**config.mk**
```make
export PLATFORM = sky130hd
export DESIGN_NAME = instr_decode_ctrl_flat
export DESIGN_NICKNAME = d
export VERILOG_FILES = /design/src/rtl/instr_decode_ctrl_if.sv /design/src/rtl/instr_decode_ctrl.sv /design/src/flat_wrapper.sv
export SDC_FILE = /design/constraint.sdc
export NUM_CORES = 1
export LEC_CHECK = 0
export ABC_AREA = 1
export CORE_MARGIN = 3
export CORE_UTILIZATION = 35
export CTS_CLUSTER_SIZE = 12
export DETAILED_ROUTE_END_ITERATION = 12
export GPL_ROUTABILITY_DRIVEN = 0
export PLACE_DENSITY = 0.66
export SYNTH_ARGS = -nofsm -noshare
export SYNTH_HDL_FRONTEND = slang
export SYNTH_SLANG_ARGS = --single-unit
export TNS_END_PERCENT = 50
```
**constraint.sdc**
```tcl
create_clock -name CLK -period 4.2 [get_ports CLK]
set_input_delay 0.84 -clock CLK [delete_from_list [all_inputs] [get_ports CLK]]
set_output_delay 0.84 -clock CLK [all_outputs]
set_load 0.01 [all_outputs]
```
**src/rtl/instr_decode_ctrl_if.sv**
```systemverilog
// Instruction handshake plus the register-file, ALU and memory control bundle
// driven by instr_decode_ctrl.
interface instr_decode_ctrl_if #(
  parameter int RAW = 3,
  parameter int DW  = 8
);
  logic           INSTR_VALID;
  logic [31:0]    INSTR;
  logic           INSTR_READY;
  logic           ZERO;
  logic           MEM_BUSY;
  logic [RAW-1:0] OUT1ADDRESS;
  logic [RAW-1:0] OUT2ADDRESS;
  logic [RAW-1:0] INADDRESS;
  logic           WRITE;
  logic [DW-1:0]  IMMEDIATE;
  logic           IMM_SEL;
  logic           NEG_SEL;
  logic [2:0]     ALUOP;
  logic           MEM_READ;
  logic           MEM_WRITE;
  logic           BRANCH_TAKEN;
  logic           ILLEGAL;

  modport master (
    output INSTR_VALID, INSTR, ZERO, MEM_BUSY,
    input  INSTR_READY, OUT1ADDRESS, OUT2ADDRESS, INADDRESS, WRITE, IMMEDIATE,
           IMM_SEL, NEG_SEL, ALUOP, MEM_READ, MEM_WRITE, BRANCH_TAKEN, ILLEGAL
  );

  modport slave (
    input  INSTR_VALID, INSTR, ZERO, MEM_BUSY,
    output INSTR_READY, OUT1ADDRESS, OUT2ADDRESS, INADDRESS, WRITE, IMMEDIATE,
           IMM_SEL, NEG_SEL, ALUOP, MEM_READ, MEM_WRITE, BRANCH_TAKEN, ILLEGAL
  );
endinterface

```
**src/rtl/instr_decode_ctrl.sv**
```systemverilog
// Multi-cycle instruction decode/sequencing controller feeding the 8x8 register
// file: IDLE -> DECODE -> EXECUTE -> (MEM_WAIT) -> (WRITEBACK) -> IDLE.
module instr_decode_ctrl #(
  parameter int OPW = 8,
  parameter int RAW = 3,
  parameter int DW  = 8
) (
  input  logic               CLK,
  input  logic               RESET,
  instr_decode_ctrl_if.slave bus,
  output logic [2:0]         dbg_state
);
  typedef enum logic [2:0] {
    S_IDLE      = 3'd0,
    S_DECODE    = 3'd1,
    S_EXECUTE   = 3'd2,
    S_MEM_WAIT  = 3'd3,
    S_WRITEBACK = 3'd4
  } state_t;

  localparam logic [OPW-1:0] OP_LOADI = OPW'(8'h00), OP_MOV  = OPW'(8'h01);
  localparam logic [OPW-1:0] OP_ADD   = OPW'(8'h02), OP_SUB  = OPW'(8'h03);
  localparam logic [OPW-1:0] OP_AND   = OPW'(8'h04), OP_OR   = OPW'(8'h05);
  localparam logic [OPW-1:0] OP_J     = OPW'(8'h06), OP_BEQ  = OPW'(8'h07);
  localparam logic [OPW-1:0] OP_LWD   = OPW'(8'h08), OP_LWI  = OPW'(8'h09);
  localparam logic [OPW-1:0] OP_SWD   = OPW'(8'h0A), OP_SWI  = OPW'(8'h0B);
  localparam logic [OPW-1:0] OP_MULT  = OPW'(8'h0C), OP_SLL  = OPW'(8'h0D);
  localparam logic [OPW-1:0] OP_SRL   = OPW'(8'h0E), OP_BNE  = OPW'(8'h0F);

  localparam logic [2:0] ALU_FWD = 3'b000, ALU_ADD  = 3'b001, ALU_AND   = 3'b010;
  localparam logic [2:0] ALU_OR  = 3'b011, ALU_MULT = 3'b100, ALU_SHIFT = 3'b101;

  state_t         state, state_nxt;
  logic [31:0]    ir;
  logic           run_q;
  logic           accept;
  logic [OPW-1:0] opc;
  logic           is_load, is_store, is_jump, is_beq, is_bne, is_illegal;
  logic           unused_ir;

  // Handshake: INSTR is captured on a rising edge where INSTR_VALID && INSTR_READY.
  // READY is high only in IDLE (and not until one edge after reset release).
  assign accept     = bus.INSTR_READY && bus.INSTR_VALID;
  assign opc        = ir[31 -: OPW];
  assign is_load    = (opc == OP_LWD) || (opc == OP_LWI);
  assign is_store   = (opc == OP_SWD) || (opc == OP_SWI);
  assign is_jump    = (opc == OP_J);
  assign is_beq     = (opc == OP_BEQ);
  assign is_bne     = (opc == OP_BNE);
  assign is_illegal = (opc > OP_BNE);
  assign unused_ir  = ^ir[15:11];
  assign dbg_state  = state;

  always_ff @(posedge CLK or negedge RESET) begin
    if (!RESET) begin
      state <= S_IDLE;
      ir    <= '0;
      run_q <= 1'b0;
    end else begin
      state <= state_nxt;
      run_q <= 1'b1;
      if (accept) ir <= bus.INSTR;
    end
  end

  // Decode fields are forced to zero in IDLE so reset leaves every output low.
  always_comb begin
    bus.OUT1ADDRESS = '0;
    bus.OUT2ADDRESS = '0;
    bus.INADDRESS   = '0;
    bus.IMMEDIATE   = '0;
    bus.IMM_SEL     = 1'b0;
    bus.NEG_SEL     = 1'b0;
    bus.ALUOP       = ALU_FWD;
    if (state != S_IDLE) begin
      bus.OUT1ADDRESS = ir[8 +: RAW];
      bus.OUT2ADDRESS = ir[0 +: RAW];
      bus.INADDRESS   = ir[16 +: RAW];
      bus.IMMEDIATE   = (is_jump || is_beq || is_bne) ? ir[16 +: DW] : ir[0 +: DW];
      case (opc)
        OP_LOADI, OP_LWI, OP_SWI: bus.IMM_SEL = 1'b1;
        OP_ADD:                   bus.ALUOP   = ALU_ADD;
        OP_SUB, OP_BEQ, OP_BNE: begin
          bus.ALUOP   = ALU_ADD;
          bus.NEG_SEL = 1'b1;
        end
        OP_AND:                   bus.ALUOP   = ALU_AND;
        OP_OR:                    bus.ALUOP   = ALU_OR;
        OP_MULT:                  bus.ALUOP   = ALU_MULT;
        OP_SLL, OP_SRL: begin
          bus.ALUOP   = ALU_SHIFT;
          bus.IMM_SEL = 1'b1;
        end
        default: ;
      endcase
    end
  end

  always_comb begin
    state_nxt        = state;
    bus.INSTR_READY  = 1'b0;
    bus.WRITE        = 1'b0;
    bus.MEM_READ     = 1'b0;
    bus.MEM_WRITE    = 1'b0;
    bus.BRANCH_TAKEN = 1'b0;
    bus.ILLEGAL      = 1'b0;
    case (state)
      S_IDLE: begin
        bus.INSTR_READY = run_q;
        if (accept) state_nxt = S_DECODE;
      end
      S_DECODE: begin
        bus.ILLEGAL = is_illegal;
        state_nxt   = is_illegal ? S_IDLE : S_EXECUTE;
      end
      S_EXECUTE: begin
        bus.BRANCH_TAKEN = is_jump || (is_beq && bus.ZERO) || (is_bne && !bus.ZERO);
        if (is_load || is_store)                state_nxt = S_MEM_WAIT;
        else if (is_jump || is_beq || is_bne)   state_nxt = S_IDLE;
        else                                    state_nxt = S_WRITEBACK;
      end
      S_MEM_WAIT: begin
        bus.MEM_READ  = is_load;
        bus.MEM_WRITE = is_store;
        if (!bus.MEM_BUSY) state_nxt = is_load ? S_WRITEBACK : S_IDLE;
      end
      S_WRITEBACK: begin
        bus.WRITE = 1'b1;
        state_nxt = S_IDLE;
      end
      default: state_nxt = S_IDLE;
    endcase
  end
endmodule

```
**src/flat_wrapper.sv**
```systemverilog
// flat-port wrapper written by rule: the top's interface ports become plain ports
module instr_decode_ctrl_flat 
#(
  parameter int OPW = 8,
  parameter int RAW = 3,
  parameter int DW  = 8
)
  (CLK, RESET, dbg_state, bus_INSTR_VALID, bus_INSTR, bus_ZERO, bus_MEM_BUSY, bus_INSTR_READY, bus_OUT1ADDRESS, bus_OUT2ADDRESS, bus_INADDRESS, bus_WRITE, bus_IMMEDIATE, bus_IMM_SEL, bus_NEG_SEL, bus_ALUOP, bus_MEM_READ, bus_MEM_WRITE, bus_BRANCH_TAKEN, bus_ILLEGAL);
  instr_decode_ctrl_if #(.RAW(RAW), .DW(DW)) bus_i ();
  input  logic CLK;
  input  logic RESET;
  output logic [2:0] dbg_state;
  input wire logic [$bits(bus_i.INSTR_VALID)-1:0] bus_INSTR_VALID;
  input wire logic [$bits(bus_i.INSTR)-1:0] bus_INSTR;
  input wire logic [$bits(bus_i.ZERO)-1:0] bus_ZERO;
  input wire logic [$bits(bus_i.MEM_BUSY)-1:0] bus_MEM_BUSY;
  output wire logic [$bits(bus_i.INSTR_READY)-1:0] bus_INSTR_READY;
  output wire logic [$bits(bus_i.OUT1ADDRESS)-1:0] bus_OUT1ADDRESS;
  output wire logic [$bits(bus_i.OUT2ADDRESS)-1:0] bus_OUT2ADDRESS;
  output wire logic [$bits(bus_i.INADDRESS)-1:0] bus_INADDRESS;
  output wire logic [$bits(bus_i.WRITE)-1:0] bus_WRITE;
  output wire logic [$bits(bus_i.IMMEDIATE)-1:0] bus_IMMEDIATE;
  output wire logic [$bits(bus_i.IMM_SEL)-1:0] bus_IMM_SEL;
  output wire logic [$bits(bus_i.NEG_SEL)-1:0] bus_NEG_SEL;
  output wire logic [$bits(bus_i.ALUOP)-1:0] bus_ALUOP;
  output wire logic [$bits(bus_i.MEM_READ)-1:0] bus_MEM_READ;
  output wire logic [$bits(bus_i.MEM_WRITE)-1:0] bus_MEM_WRITE;
  output wire logic [$bits(bus_i.BRANCH_TAKEN)-1:0] bus_BRANCH_TAKEN;
  output wire logic [$bits(bus_i.ILLEGAL)-1:0] bus_ILLEGAL;
  assign bus_i.INSTR_VALID = bus_INSTR_VALID;
  assign bus_i.INSTR = bus_INSTR;
  assign bus_i.ZERO = bus_ZERO;
  assign bus_i.MEM_BUSY = bus_MEM_BUSY;
  assign bus_INSTR_READY = bus_i.INSTR_READY;
  assign bus_OUT1ADDRESS = bus_i.OUT1ADDRESS;
  assign bus_OUT2ADDRESS = bus_i.OUT2ADDRESS;
  assign bus_INADDRESS = bus_i.INADDRESS;
  assign bus_WRITE = bus_i.WRITE;
  assign bus_IMMEDIATE = bus_i.IMMEDIATE;
  assign bus_IMM_SEL = bus_i.IMM_SEL;
  assign bus_NEG_SEL = bus_i.NEG_SEL;
  assign bus_ALUOP = bus_i.ALUOP;
  assign bus_MEM_READ = bus_i.MEM_READ;
  assign bus_MEM_WRITE = bus_i.MEM_WRITE;
  assign bus_BRANCH_TAKEN = bus_i.BRANCH_TAKEN;
  assign bus_ILLEGAL = bus_i.ILLEGAL;
  instr_decode_ctrl #(.OPW(OPW), .RAW(RAW), .DW(DW)) u_core (.CLK(CLK), .RESET(RESET), .bus(bus_i), .dbg_state(dbg_state));
endmodule
```
==> out/qor.txt <==
Status: completed
Final Hold Vio Count: 0
Antenna-violating nets left: 0
Worst hold path type: reg2reg
Power Total: 1720 uW
Multi-input combinational cell area: 771 um^2
Post-layout min period: 3.06 ns
Initial antenna violation count: 0
Die ar.: 0.00590 mm^2
CP Launch Type: flip-flop
CP max FO: 16
Maximum VDD drop: 261 uV
Share of Yosys cell area claimed by the top area cell type: 0.442
Synth Cell Area: 0.00176 mm^2
CTS Root Cell: clkbuf_8
Die Height: 76.8 um
CTS Buf Count: 5
Final wirelength: 4170 um
Flop and latch count out of synthesis: 31
WP data arrival: 2.22 ns
Yosys top cell by area: dfrtp_1
Fin Hold WS: 0.487 ns
ANT cells: 0
Kind of critical path: reg2out
Wirelength per Cell: 11.4 um
Critical path required time: 3.36 ns
CTS max path bufs: 2
Die X: 76.8 um
Flop2flop setup slack: 2.36 ns
Drt drc: 0
Synth area leaders: dfrtp_1 (44%), nor2_1 (9.2%), nand2_1 (8.6%)
Fillcell total: 480
H-tree Lvls: 2
Hold path depth: 2
Vias in the first global route: 1664
Rel. slew slack: 0.612
Pins Over Slew Limit: 0
Final Cycle Share: 0.728
Post-layout util: 0.519
Pre-CTS setup slack: 1.21 ns
CTS Hold Bufs: 0
Register area share after synthesis: 0.442
Max Cap Viol: 0
Post-CTS Setup Inserts: 0
Final HPWL DP: 3020 um
Vias per cell: 4.51
1st-iter DRT viols: 94
GR Util All Layers: 0.154
Met3 routed WL: 295 um
First-pass GRT wire length: 7480 um
Core ar.: 0.00479 mm^2
Via count: 1654
Max Clk Rate: 0.327 GHz
Path depth of the worst reg2reg path: 7
PwrDens: 691 mW/mm^2
CTS resizes: 0
Worst-skew pair later-pin latency: 0.27 ns
Drt pass-1 iters: 4
RSZ-0062 raised after global routing: false
Mapped Cells: 239
CTS tree: built
WL met1: 1870 um
Initial core utilization: 0.367
Fin Setup TNS: 0 ns
Total grt overflow: 0
Met2 routed WL: 1960 um
Area Overhead vs Synth: 41.6%
Sink Count: 31
Clock Skews: 0.00226 ns
Static leakage: 0.00122 uW
Worst hold endpoint: u_core.ir[7]
Row count: 25
Worst R2R Start: u_core.dbg_state[1]
FF-to-FF End: u_core.dbg_state[0]
Final setup fails: 0
Synth cell types: 25
Reg clk slew, reported paths: 0.06 ns
Final Net Count: 338
Register area: 776 um^2
Hold Startpoint: u_core.ir[7]
Syn_nets: 276
Layout cells sized above 1: 0.0700
Syn Area/Cell: 7.34 um^2
Largest net degree at the start of global routing: 56
Crit path capture type: output port
Num ports: 68
Synth Warn #: 0
Worst Slack Setup Final: 1.14 ns
Worst Tran Pin Value: 0.582 ns
Top Layer Used: met4
Input/output buffers: 62
==> logic make-up after synthesis <==
| family | synth area share |
|---|---|
| buffers and inverters | 0.119 |
| other | 0.00214 |
| AND/OR/NAND/NOR | 0.316 |
| flip-flops | 0.442 |
| AO/OA/AOI/OAI | 0.121 |
==> layout make-up <==
class	count	share of cell area
repair buffers	63	0.253
inverters	41	0.0619
flip-flops and latches	31	0.312
multi-input cells	159	0.310
clock buffers	6	0.0292
well taps	67	0.0337
==> flip-flops by register name (all words and copies together) (netlist names) <==
register and flops:
u_core.run_q 1, u_core.dbg_state 3, u_core.ir 27
==> per-stage QoR <==
step / cell area [um^2] / cells
detailed placement: 2410 / 361
finish: 2480 / 367
floorplan: 1760 / 239
global route: 2480 / 367
global placement: 2410 / 361
CTS: 2480 / 367
==> cells in the final DEF, fill, tap and decap left out, types with 2 or more instances in the layout <==
cell type,count
nand3b_1,5
o21ai_1,14
nor4_1,3
nand3_1,9
o21ai_0,4
nor2_2,2
nor2_4,2
dfrtp_1,31
nor3_1,2
nand2_1,40
clkbuf_8,5
nor2_1,43
nand2_2,5
inv_1,39
a21oi_1,23
clkdlybuf4s50_1,62
inv_2,2
==> worst max-delay path, cell delays in order, from the launching register on <==
cell and delay, ns:
dfrtp_1 0.39, nor2_2 0.12, nand2_2 0.16, nor2_4 0.14, nand2_2 0.22, nand3b_1 0.16
nand2_1 0.05, nor2_1 0.13, clkdlybuf4s50_1 0.56
==> Yosys cell counts <==
cell type,number
nor2_4,2
nand3b_1,5
nand4_1,1
inv_2,2
buf_4,1
nand3_4,1
nor2_1,43
conb_1,1
o21ai_1,14
nand3_1,9
nand2_4,1
buf_6,2
buf_2,5
a21oi_1,23
nor3_1,2
nor4_1,3
dfrtp_1,31
o211ai_1,1
o21ai_0,4
nor2_8,1
nor2_2,2
nand3_2,1
inv_1,39
nand2_2,5
nand2_1,40
==> power breakdown <==
part	total, uW	switching, uW	internal (uW)
sequential	530	88.4	441
combinational	983	540	443
clock	205	95.2	110
==> per-layer routing <==
metal | track usage | vias to the layer above
li1 | - | 859
met2 | 0.253 | 47
met4 | 0.0543 | 0
met1 | 0.194 | 742
met5 | 0 | -
met3 | 0.0434 | 6
==> how the worst max path moves through the flow <==
stage,startpoint,endpoint,slack [ns],depth (start not counted)
6_report,u_core.ir[29],bus_IMMEDIATE[3],1.14,8
5_1_grt,u_core.ir[29],bus_IMMEDIATE[6],0.96,8
4_1_cts,u_core.ir[29],bus_IMMEDIATE[3],1.13,8
3_5_place_dp,bus_ZERO,bus_BRANCH_TAKEN,1.21,6
3_3_place_gp,bus_ZERO,bus_BRANCH_TAKEN,1.19,6
2_1_floorplan,bus_ZERO,bus_BRANCH_TAKEN,2.12,5
Note: power is estimated with default switching activity, not from simulation.
